### config.mk
export PLATFORM = sky130hd
export DESIGN_NAME = vga_timing_sequencer
export DESIGN_NICKNAME = d
export VERILOG_FILES = /design/src/rtl/vga_timing_sequencer.sv
export SDC_FILE = /design/constraint.sdc
export NUM_CORES = 1
export LEC_CHECK = 0
export ABC_AREA = 1
export BUFFER_PORTS_ARGS = -buffer_cell sky130_fd_sc_hd__buf_2
export CELL_PAD_IN_SITES_DETAIL_PLACEMENT = 0
export CELL_PAD_IN_SITES_GLOBAL_PLACEMENT = 1
export CORE_MARGIN = 3
export CORE_UTILIZATION = 44
export DETAILED_ROUTE_END_ITERATION = 10
export PLACE_DENSITY_LB_ADDON = 0.2
export SLEW_MARGIN = 25
export SYNTH_ARGS = -nofsm -noshare
export SYNTH_HDL_FRONTEND = slang
export SYNTH_SLANG_ARGS = --single-unit
### constraint.sdc
create_clock -name control_clock -period 4.31 [get_ports control_clock]
set_input_delay 0.431 -clock control_clock [delete_from_list [all_inputs] [get_ports control_clock]]
set_output_delay 0.431 -clock control_clock [all_outputs]
set_load 0.005 [all_outputs]
### src/rtl/vga_timing_sequencer.sv
// Raster scheduler for the VGA controller: coordinated horizontal/vertical phase FSMs
// driving registered sync, display enable, pixel coordinates and line/frame strobes.
module vga_timing_sequencer #(
    parameter int unsigned COUNTER_SIZE = 11,
    parameter int unsigned H_ACTIVE     = 640,
    parameter int unsigned H_FP         = 16,
    parameter int unsigned H_SYNC       = 96,
    parameter int unsigned H_BP         = 48,
    parameter int unsigned V_ACTIVE     = 480,
    parameter int unsigned V_FP         = 10,
    parameter int unsigned V_SYNC       = 2,
    parameter int unsigned V_BP         = 33,
    parameter bit          H_SYNC_POL   = 1'b0,
    parameter bit          V_SYNC_POL   = 1'b0
) (
    input  logic                    control_clock,
    input  logic                    reset,
    input  logic                    pixel_tick,
    output logic [COUNTER_SIZE-1:0] h_count,
    output logic [COUNTER_SIZE-1:0] v_count,
    output logic                    hsync,
    output logic                    vsync,
    output logic                    display_enable,
    output logic                    line_start,
    output logic                    frame_start
);

    localparam int unsigned H_TOTAL      = H_ACTIVE + H_FP + H_SYNC + H_BP;
    localparam int unsigned H_SYNC_START = H_ACTIVE + H_FP;
    localparam int unsigned H_BACK_START = H_SYNC_START + H_SYNC;
    localparam int unsigned V_TOTAL      = V_ACTIVE + V_FP + V_SYNC + V_BP;
    localparam int unsigned V_SYNC_START = V_ACTIVE + V_FP;
    localparam int unsigned V_BACK_START = V_SYNC_START + V_SYNC;

    localparam logic [COUNTER_SIZE-1:0] H_LAST = COUNTER_SIZE'(H_TOTAL - 1);
    localparam logic [COUNTER_SIZE-1:0] V_LAST = COUNTER_SIZE'(V_TOTAL - 1);
    localparam logic [COUNTER_SIZE-1:0] ONE    = COUNTER_SIZE'(1);

    typedef enum logic [1:0] {
        PH_ACTIVE,
        PH_FRONT,
        PH_SYNC,
        PH_BACK
    } phase_e;

    logic [COUNTER_SIZE-1:0] h_count_q, h_count_d;
    logic [COUNTER_SIZE-1:0] v_count_q, v_count_d;
    phase_e                  h_state_q, h_state_d;
    phase_e                  v_state_q, v_state_d;
    logic                    hsync_q, hsync_d;
    logic                    vsync_q, vsync_d;
    logic                    de_q, de_d;
    logic                    line_start_q, line_start_d;
    logic                    frame_start_q, frame_start_d;
    logic                    h_wrap, v_wrap;

    // Phase that the axis enters given its next count; zero-length phases are
    // skipped because their start coincides with the following phase's start.
    function automatic phase_e next_phase(
        input phase_e      cur,
        input int unsigned nxt,
        input logic        wrap,
        input int unsigned fp_start,
        input int unsigned sync_start,
        input int unsigned bp_start,
        input int unsigned fp_len,
        input int unsigned sync_len
    );
        phase_e n;
        n = cur;
        if (wrap) begin
            n = PH_ACTIVE;
        end else begin
            case (cur)
                PH_ACTIVE: if (nxt == fp_start)
                    n = (fp_len != 0) ? PH_FRONT : ((sync_len != 0) ? PH_SYNC : PH_BACK);
                PH_FRONT:  if (nxt == sync_start)
                    n = (sync_len != 0) ? PH_SYNC : PH_BACK;
                PH_SYNC:   if (nxt == bp_start)
                    n = PH_BACK;
                default:   n = cur;
            endcase
        end
        return n;
    endfunction

    always_ff @(posedge control_clock) begin
        if (reset) begin
            h_count_q     <= '0;
            v_count_q     <= '0;
            h_state_q     <= PH_ACTIVE;
            v_state_q     <= PH_ACTIVE;
            hsync_q       <= ~H_SYNC_POL;
            vsync_q       <= ~V_SYNC_POL;
            de_q          <= 1'b1;
            line_start_q  <= 1'b0;
            frame_start_q <= 1'b0;
        end else begin
            h_count_q     <= h_count_d;
            v_count_q     <= v_count_d;
            h_state_q     <= h_state_d;
            v_state_q     <= v_state_d;
            hsync_q       <= hsync_d;
            vsync_q       <= vsync_d;
            de_q          <= de_d;
            line_start_q  <= line_start_d;
            frame_start_q <= frame_start_d;
        end
    end

    always_comb begin
        h_wrap    = pixel_tick && (h_count_q == H_LAST);
        v_wrap    = h_wrap && (v_count_q == V_LAST);
        h_count_d = h_count_q;
        v_count_d = v_count_q;
        h_state_d = h_state_q;
        v_state_d = v_state_q;
        if (pixel_tick) begin
            h_count_d = h_wrap ? '0 : h_count_q + ONE;
            h_state_d = next_phase(h_state_q, 32'(h_count_d), h_wrap,
                                   H_ACTIVE, H_SYNC_START, H_BACK_START, H_FP, H_SYNC);
        end
        if (h_wrap) begin
            v_count_d = v_wrap ? '0 : v_count_q + ONE;
            v_state_d = next_phase(v_state_q, 32'(v_count_d), v_wrap,
                                   V_ACTIVE, V_SYNC_START, V_BACK_START, V_FP, V_SYNC);
        end
    end

    // Outputs are decoded from the next phases so they land on the same edge as the counters.
    always_comb begin
        hsync_d       = (h_state_d == PH_SYNC) ? H_SYNC_POL : ~H_SYNC_POL;
        vsync_d       = (v_state_d == PH_SYNC) ? V_SYNC_POL : ~V_SYNC_POL;
        de_d          = (h_state_d == PH_ACTIVE) && (v_state_d == PH_ACTIVE);
        line_start_d  = h_wrap;
        frame_start_d = v_wrap;
    end

    assign h_count        = h_count_q;
    assign v_count        = v_count_q;
    assign hsync          = hsync_q;
    assign vsync          = vsync_q;
    assign display_enable = de_q;
    assign line_start     = line_start_q;
    assign frame_start    = frame_start_q;

endmodule

Word level (Yosys, flattened, before mapping)
Index checks and enable logic that the tools add are counted.
{"block": "classes", "eq_ne": 14, "reduce_logical": 7, "n_addsub": 2, "mux": 16}
{"op": "$eq A11 B10 Y1 const B", "n": 5}
{"op": "$eq A11 B9 Y1 const B", "n": 3}
{"op": "$add A11 B1 Y11 const B", "n": 2}
{"op": "$mux W11", "n": 2}
{"op": "$mux W2", "n": 10}
{"op": "$pmux W2 S3", "n": 2}
{"op": "$eq A2 B2 Y1 const B", "n": 4}
{"op": "$logic_not A2 Y1", "n": 4}
{"op": "$eq A2 B1 Y1 const B", "n": 2}
{"op": "$logic_and A1 B1 Y1", "n": 3}
{"op": "$mux W1", "n": 2}
{"block": "totals", "register_bits": 31, "inputBits": 3}

Depth between registers and ports, before layout
Gate-level depths: netlist of run 1.
{"block": "logic_depth", "word_depth": 11, "depth_mapped": 17}

Worst setup path after synthesis of run 1
No wires, ideal clock.
{"block": "synth_path", "kind": "register -> register", "startpoint": "reg h_count_q[0], in the netlist h_count[0]", "endpoint": "reg de_q, in the netlist display_enable", "required_ns": 4.190, "setup_slack_ns": 2.419, "t_arrival_ns": 1.772, "n_path_buf": 1, "path_stages_with_launch": 14, "cell_sequence": "dfxtp_1 > ha_1 > nand2_4 > nor2_8 > nand3_4 > buf_6 > a21oi_4 > nand2_1 > nor2_1 > nand4_1 > nand3_2 > nand2_1 > nand3_1 > o21bai_2"}
{"block": "synth_between", "elab_chain_len": 11}
{"element": "start, declared", "line_no": "46", "text": "logic [COUNTER_SIZE-1:0] h_count_q, h_count_d;"}
{"element": "start signal, assigned", "line_no": "99", "text": "h_count_q <= h_count_d;"}
{"element": "parallel branches: the longest is 10 deep, another holds $add A11 B1 Y11"}
{"element": "$logic_and A1 B1 Y1 *", "line_no": "134", "text": "de_d = (h_state_d == PH_ACTIVE) && (v_state_d == PH_ACTIVE);"}
{"element": "end signal, assigned", "line_no": "95", "text": "de_q <= 1'b1;"}
{"element": "end signal, assigned", "line_no": "105", "text": "de_q <= de_d;"}
{"element": "end, declared", "line_no": "52", "text": "logic de_q, de_d;"}
Mark *: on every way between the ends.
A chain may end at the register's enable or synchronous reset.

Worst setup path in the final report of run 1
Same ends and word-level chain as after synthesis.

==> results of run 1 <==
[registers in the layout, summed over array words and instances, names as in the netlist]
signal / cells
display_enable: 1
frame_start: 1
h_count: 11
h_state_q: 2
hsync: 1
line_start: 1
v_count: 11
v_state_q: 2
vsync: 1
[power by group through the flow]
stage	Sequential (mW)	Combinational, mW	Clock, mW
global placement	0.311	0.0611	0
CTS	0.304	0.0616	0.231
finish	0.304	0.0612	0.228
floorplan	0.309	0.0441	0
global route	0.306	0.0693	0.245
detailed placement	0.311	0.0612	0
[final timing paths]
| kind | endpoint | slack [ns] | depth (start not counted) |
|---|---|---|---|
| setup reg to reg | display_enable | 2.05 | 14 |
| setup / recovery | display_enable | 2.05 | 14 |
| hold reg to reg | v_count[1] | 0.56 | 2 |
| hold / removal | v_count[6] | 0.48 | 2 |
[cells in the mapped netlist]
master / count / area, um^2
nand3_1: 15 / 75.1
nor2_2: 4 / 25.0
a21oi_4: 1 / 16.3
nand3_4: 3 / 52.6
clkinv_1: 1 / 3.75
o21bai_2: 1 / 11.3
a21boi_1: 1 / 7.51
nand2_4: 2 / 22.5
a211oi_1: 1 / 7.51
dfxtp_1: 31 / 621
o21bai_1: 3 / 22.5
o21ai_2: 1 / 8.76
clkbuf_1: 5 / 18.8
nor2_4: 2 / 22.5
nor4_1: 1 / 6.26
a21boi_2: 1 / 11.3
xor2_1: 3 / 26.3
xnor2_1: 1 / 8.76
nor2_1: 42 / 158
nand3_2: 9 / 90.1
inv_2: 4 / 15.0
nand3b_1: 1 / 7.51
nand4_1: 6 / 37.5
nor3_2: 1 / 10.0
ha_1: 3 / 37.5
buf_6: 1 / 11.3
nand2_1: 74 / 278
o21ai_0: 23 / 115
a21oi_1: 23 / 115
inv_1: 33 / 124
nand2_2: 9 / 56.3
nor2_8: 4 / 80.1
[per-layer routing]
| metal | wire (um) | vias to the layer above | track usage (%) |
|---|---|---|---|
| li1 | - | 1061 | - |
| met1 | 2660 | 881 | 29.8 |
| met2 | 2110 | 31 | 27.9 |
| met3 | 201 | 6 | 4.41 |
| met4 | 55 | 0 | 4.94 |
| met5 | 0 | - | 0 |
[cell families after synthesis]
group,count (synthesis),synth area share [%]
AND/OR/NAND/NOR,173,43.8
AO/OA/AOI/OAI,55,15.0
buffers and inverters,44,8.21
flip-flops,31,29.5
XOR/XNOR,4,1.67
adder cells (fa/ha/maj),3,1.79
[critical path: stages (launching register included)]
cell,delay [ns]
dfxtp_1,0.45
ha_1,0.26
nand2_4,0.10
nor2_8,0.19
nand3_4,0.24
nand3_2,0.14
nand2_1,0.07
nor2_2,0.19
nand3_2,0.11
nand2_1,0.09
nand3_2,0.07
nand2_1,0.08
inv_1,0.03
nand3_1,0.08
o21bai_2,0.06
[area by class of cell]
| class | instances | area [um^2] | area share [%] |
|---|---|---|---|
| well taps | 52 | 65.1 | 2.75 |
| flip-flops and latches | 31 | 621 | 26.2 |
| repair buffers | 29 | 145 | 6.13 |
| clock inverters | 2 | 12.5 | 0.529 |
| clock buffers | 6 | 72.6 | 3.07 |
| inverters | 38 | 143 | 6.03 |
| multi-input cells | 235 | 1310 | 55.3 |
==> reports/results.txt, run 1 <==
status -> finished clean
power share of the clock group -> 38.4%
FILL cells -> 468
DIE HEIGHT -> 75.1 um
worst hold start -> reset
final worst-path cycle share -> 52.5%
Post-Syn Area -> 2100 um^2
worst r2r src -> h_count[0]
DRT Wirelength -> 5.02 mm
Port Buffers -> 29
placed inst area -> 2280 um^2
cell-internal power -> 0.428 mW
initial antenna violation count -> 0
Diodes inserted -> 0
clk root buf -> clkbuf_8
critical path required time -> 4.49 ns
Synth Warn # -> 0
Critical path origin -> h_count[0]
Routed Antenna Nets -> 0
CTS buffer count -> 5
Tot GR Track Use -> 19.7%
Non-Filler Instances -> 393
P&R area growth vs syn -> 12.6%
cell count after placement -> 385
clk_lat worst skew -> 0.29 ns
Initial Util -> 47.0%
Design Area, Final -> 2370 um^2
Post-CTS Setup Bufs -> 0
Reg power frac -> 51.2%
core area -> 4470 um^2
post-layout util -> 52.9%
Net Sw Power -> 0.167 mW
first-pass GRT wire length -> 8.57 mm
post-synth cell types -> 32
vias post-DR -> 1,979
Sw Share -> 28.0%
RSZ-0062 raised after global routing -> false
#FFs+latches synth -> 31
Arr. time, crit path -> 2.44 ns
Worst slew margin -> 67.5%
commonest non-fill, non-tap cell in the layout -> nand2_1
Comb pwr share -> 10.3%
number of placed I/O pins -> 30
Hold Fails Final Rpt -> 0
PostCTS Resize Cnt -> 0
Setup-failing EPs final -> 0
crit path kind -> reg -> reg
Least-Margin Pin Slew -> 0.487 ns
gr ovfl total -> 0
Avg WL per Cell -> 12.8 um
Tot Pwr -> 0.594 mW
highest clock rate -> 442 MHz
fin worst setup slack -> 2.05 ns
nature of the critical path endpoint -> register
largest net degree at the start of global routing -> 24
clk sinks -> 31
Avg Vias per Cell -> 5.04
DRT iter0 DRCs -> 162
H-tree depth -> 2
Max VDD drop -> 0.000171 V
die area -> 5640 um^2
leakage -> 1.15 nW
# rows -> 24
Worst Hold Class -> in -> reg
Max Slew Vio Count -> 0
most frequent cells in the layout -> nand2_1 (74), nor2_1 (42), inv_1 (33)
drt pass-1 iters -> 4
Max clock buf depth -> 2
clk slew on worst S/H paths -> 0.07 ns
Final Wtd Congestion -> 0.801
sequential area share after synthesis -> 29.5%
Post-Place Worst Slack -> 1.98 ns
Post-Syn Nets -> 316
CTS tree -> done
Layout Skew -> 0.00961 ns
Post-DP HPWL -> 3.80 mm
vias in the first global route -> 1,815
Syn Area/Cell -> 6.78 um^2
Max FO, Critical Path -> 14
DRC viols -> 0
pwr dens -> 251 nW/um^2
TNS Setup -> 0 ns
layout cells sized above 1 -> 22.9%
worst hold margin -> 0.476 ns
Worst setup SP type -> register
cts hold-fix bufs -> 0
Final min period -> 2.26 ns
Syn Inst Count -> 310
Max Cap Viol -> 0
Nets -> 346
Die Width -> 75.1 um
Power figures use the tool's default switching activity.
==> run 2: changes to the inputs <==
--- a/config.mk
+++ b/config.mk
@@ -10,7 +10,7 @@
 export CELL_PAD_IN_SITES_DETAIL_PLACEMENT = 0
 export CELL_PAD_IN_SITES_GLOBAL_PLACEMENT = 1
 export CORE_MARGIN = 3
-export CORE_UTILIZATION = 44
+export CORE_UTILIZATION = 37
 export DETAILED_ROUTE_END_ITERATION = 10
 export PLACE_DENSITY_LB_ADDON = 0.2
 export SLEW_MARGIN = 25
==> constraint.sdc (replaced) <==
create_clock -name control_clock -period 1.8 [get_ports control_clock]
set_input_delay 0.18 -clock control_clock [delete_from_list [all_inputs] [get_ports control_clock]]
set_output_delay 0.18 -clock control_clock [all_outputs]
set_load 0.005 [all_outputs]
==> run 2 against run 1 <==
Against the previous run: final area is 32% higher; setup slack worse by 2.1 ns; sequential cell count stayed put; the flow now finishes with violations (negative setup slack); worst hold slack worse by 0.25 ns; clock power is 140% higher; critical path type unchanged; via count is 16% higher; core utilization is 6.0 points higher; sequential share of layout area is 5.4 points lower; die area is 17% higher.
==> reports/results.txt, run 2 (synthesis results as in run 1) <==
status -> finished, violations left
failing checks -> negative setup slack
reg2reg end -> display_enable
Setup-failing EPs final -> 7
critical path required time -> 1.98 ns
Worst Hold Class -> in -> reg
worst hold margin -> 0.222 ns
layout cells sized above 1 -> 45.9%
most frequent cells in the layout -> nand2_1 (67), buf_4 (62), nor2_1 (34)
Hold Fails Final Rpt -> 0
Initial Util -> 39.6%
cts hold-fix bufs -> 0
core area -> 5300 um^2
worst-case reg-to-reg path depth -> 16
largest net degree at the start of global routing -> 23
FILL cells -> 498
number of placed I/O pins -> 30
leakage -> 1.53 nW
fin worst setup slack -> -0.0693 ns
nature of the critical path endpoint -> register
cell-internal power -> 1.08 mW
vias post-DR -> 2,301
Die Width -> 81.4 um
Max FO, Critical Path -> 5
commonest non-fill, non-tap cell in the layout -> nand2_1
Worst slew margin -> 59.8%
Avg WL per Cell -> 13.5 um
Routed Antenna Nets -> 0
DRT Wirelength -> 6.45 mm
Worst Hold End -> h_state_q[0]
worst r2r src -> v_count[1]
clk_lat worst skew -> 0.29 ns
drt pass-1 iters -> 4
Tot GR Track Use -> 21.1%
clk root buf -> clkbuf_8
worst hold start -> reset
gr ovfl total -> 0
Max Slew Vio Count -> 0
Reg power frac -> 47.9%
Max VDD drop -> 0.000368 V
Comb pwr share -> 15.8%
H-tree depth -> 2
Least-Margin Pin Slew -> 0.602 ns
Layout Skew -> 0.00605 ns
final worst-path cycle share -> 104%
Max Cap Viol -> 0
DIE HEIGHT -> 81.4 um
Design Area, Final -> 3130 um^2
clk slew on worst S/H paths -> 0.07 ns
CTS buffer count -> 5
# rows -> 26
Final min period -> 1.87 ns
Worst setup SP type -> register
DRT iter0 DRCs -> 112
vias in the first global route -> 2,116
Diodes inserted -> 0
P&R area growth vs syn -> 48.7%
Sw Share -> 28.6%
Max clock buf depth -> 2
DRC viols -> 0
hold depth -> 2
Post-Place Worst Slack -> -0.134 ns
Nets -> 412
die area -> 6620 um^2
initial antenna violation count -> 0
Avg Vias per Cell -> 4.82
Arr. time, crit path -> 2.05 ns
crit path kind -> reg -> reg
highest clock rate -> 535 MHz
pwr dens -> 482 nW/um^2
Port Buffers -> 29
first-pass GRT wire length -> 10.7 mm
clk sinks -> 31
Net Sw Power -> 0.431 mW
RSZ-0062 raised after global routing -> true
Final Wtd Congestion -> 0.845
power share of the clock group -> 36.3%
CTS tree -> done
reg2reg setup slack -> -0.07 ns
placed inst area -> 2710 um^2
Post-DP HPWL -> 4.44 mm
==> run 2: cell types whose count changed in the layout (fill, tap and decap cells not counted), sizes merged <==
cell      change
clkinvlp      -1
clkbuf        -1
buf          +66
clkinv        +2
==> run 2: area by class of cell <==
type | count | area, um^2 | share of cell area, %
Multi-Input combinational cell | 235 | 1500 | 47.8
Timing Repair Buffer | 95 | 664 | 21.3
Sequential cell | 31 | 649 | 20.8
Inverter | 38 | 145 | 4.64
Tap cell | 70 | 87.6 | 2.80
Clock buffer | 5 | 68.8 | 2.20
Clock inverter | 3 | 15.0 | 0.480
==> run 2: how the worst max path moves through the flow <==
stage                    start              to  slack (ns)  cells after the start
floorplan           v_count[1]  display_enable       0.006                     16
global placement    v_count[1]  display_enable       -0.12                     16
detailed placement  v_count[1]  display_enable       -0.13                     16
CTS                 h_count[0]  display_enable       -0.03                     13
global route        v_count[1]  display_enable       -0.23                     16
finish              v_count[1]  display_enable       -0.07                     16
==> run 2: repair_timing <==
item                       CTS  global route
setup endpoints to repair    5             9
buffers inserted            11             3
resized for setup           27            37
pin swaps                   13            17
==> run 2: critical path: stages (launching register included) <==
cell      delay (ns)
dfxtp_4         0.39
ha_4            0.14
buf_4           0.10
buf_4           0.12
nand2_1         0.05
nand2_1         0.06
nand2_1         0.08
nor2_2          0.17
nand3_4         0.12
nor2_4          0.12
nand2_1         0.05
nand2_1         0.06
nand2_2         0.07
nand2_1         0.06
inv_1           0.04
nand3_2         0.07
o21bai_2        0.05
==> run 2: power by group through the flow <==
stage	registers (mW)	clock network [mW]	logic, mW
2_1_floorplan	0.743	0	0.108
3_3_place_gp	0.740	0	0.217
3_5_place_dp	0.740	0	0.216
4_1_cts	0.724	0.570	0.230
5_1_grt	0.724	0.590	0.262
6_report	0.722	0.547	0.237
==> run 2: metrics by stage <==
stage	power, mW	TNS [ns]	utilization, %	instances
CTS	1.52	-0.0369	56.1	474
detailed placement	0.956	-0.328	51.2	455
global placement	0.956	-0.269	51.2	455
finish	1.51	-0.151	58.9	477
global route	1.58	-1.02	58.9	477
floorplan	0.851	0	-	310
==> run 2: per-layer routing <==
metal / GRT usage [%] / vias up / wire length [um]
met1: 30.7 / 1047 / 3110
met4: 5.74 / 0 / 99
li1: - / 1191 / -
met2: 31.6 / 54 / 2960
met3: 3.77 / 9 / 283
met5: 0 / - / 0
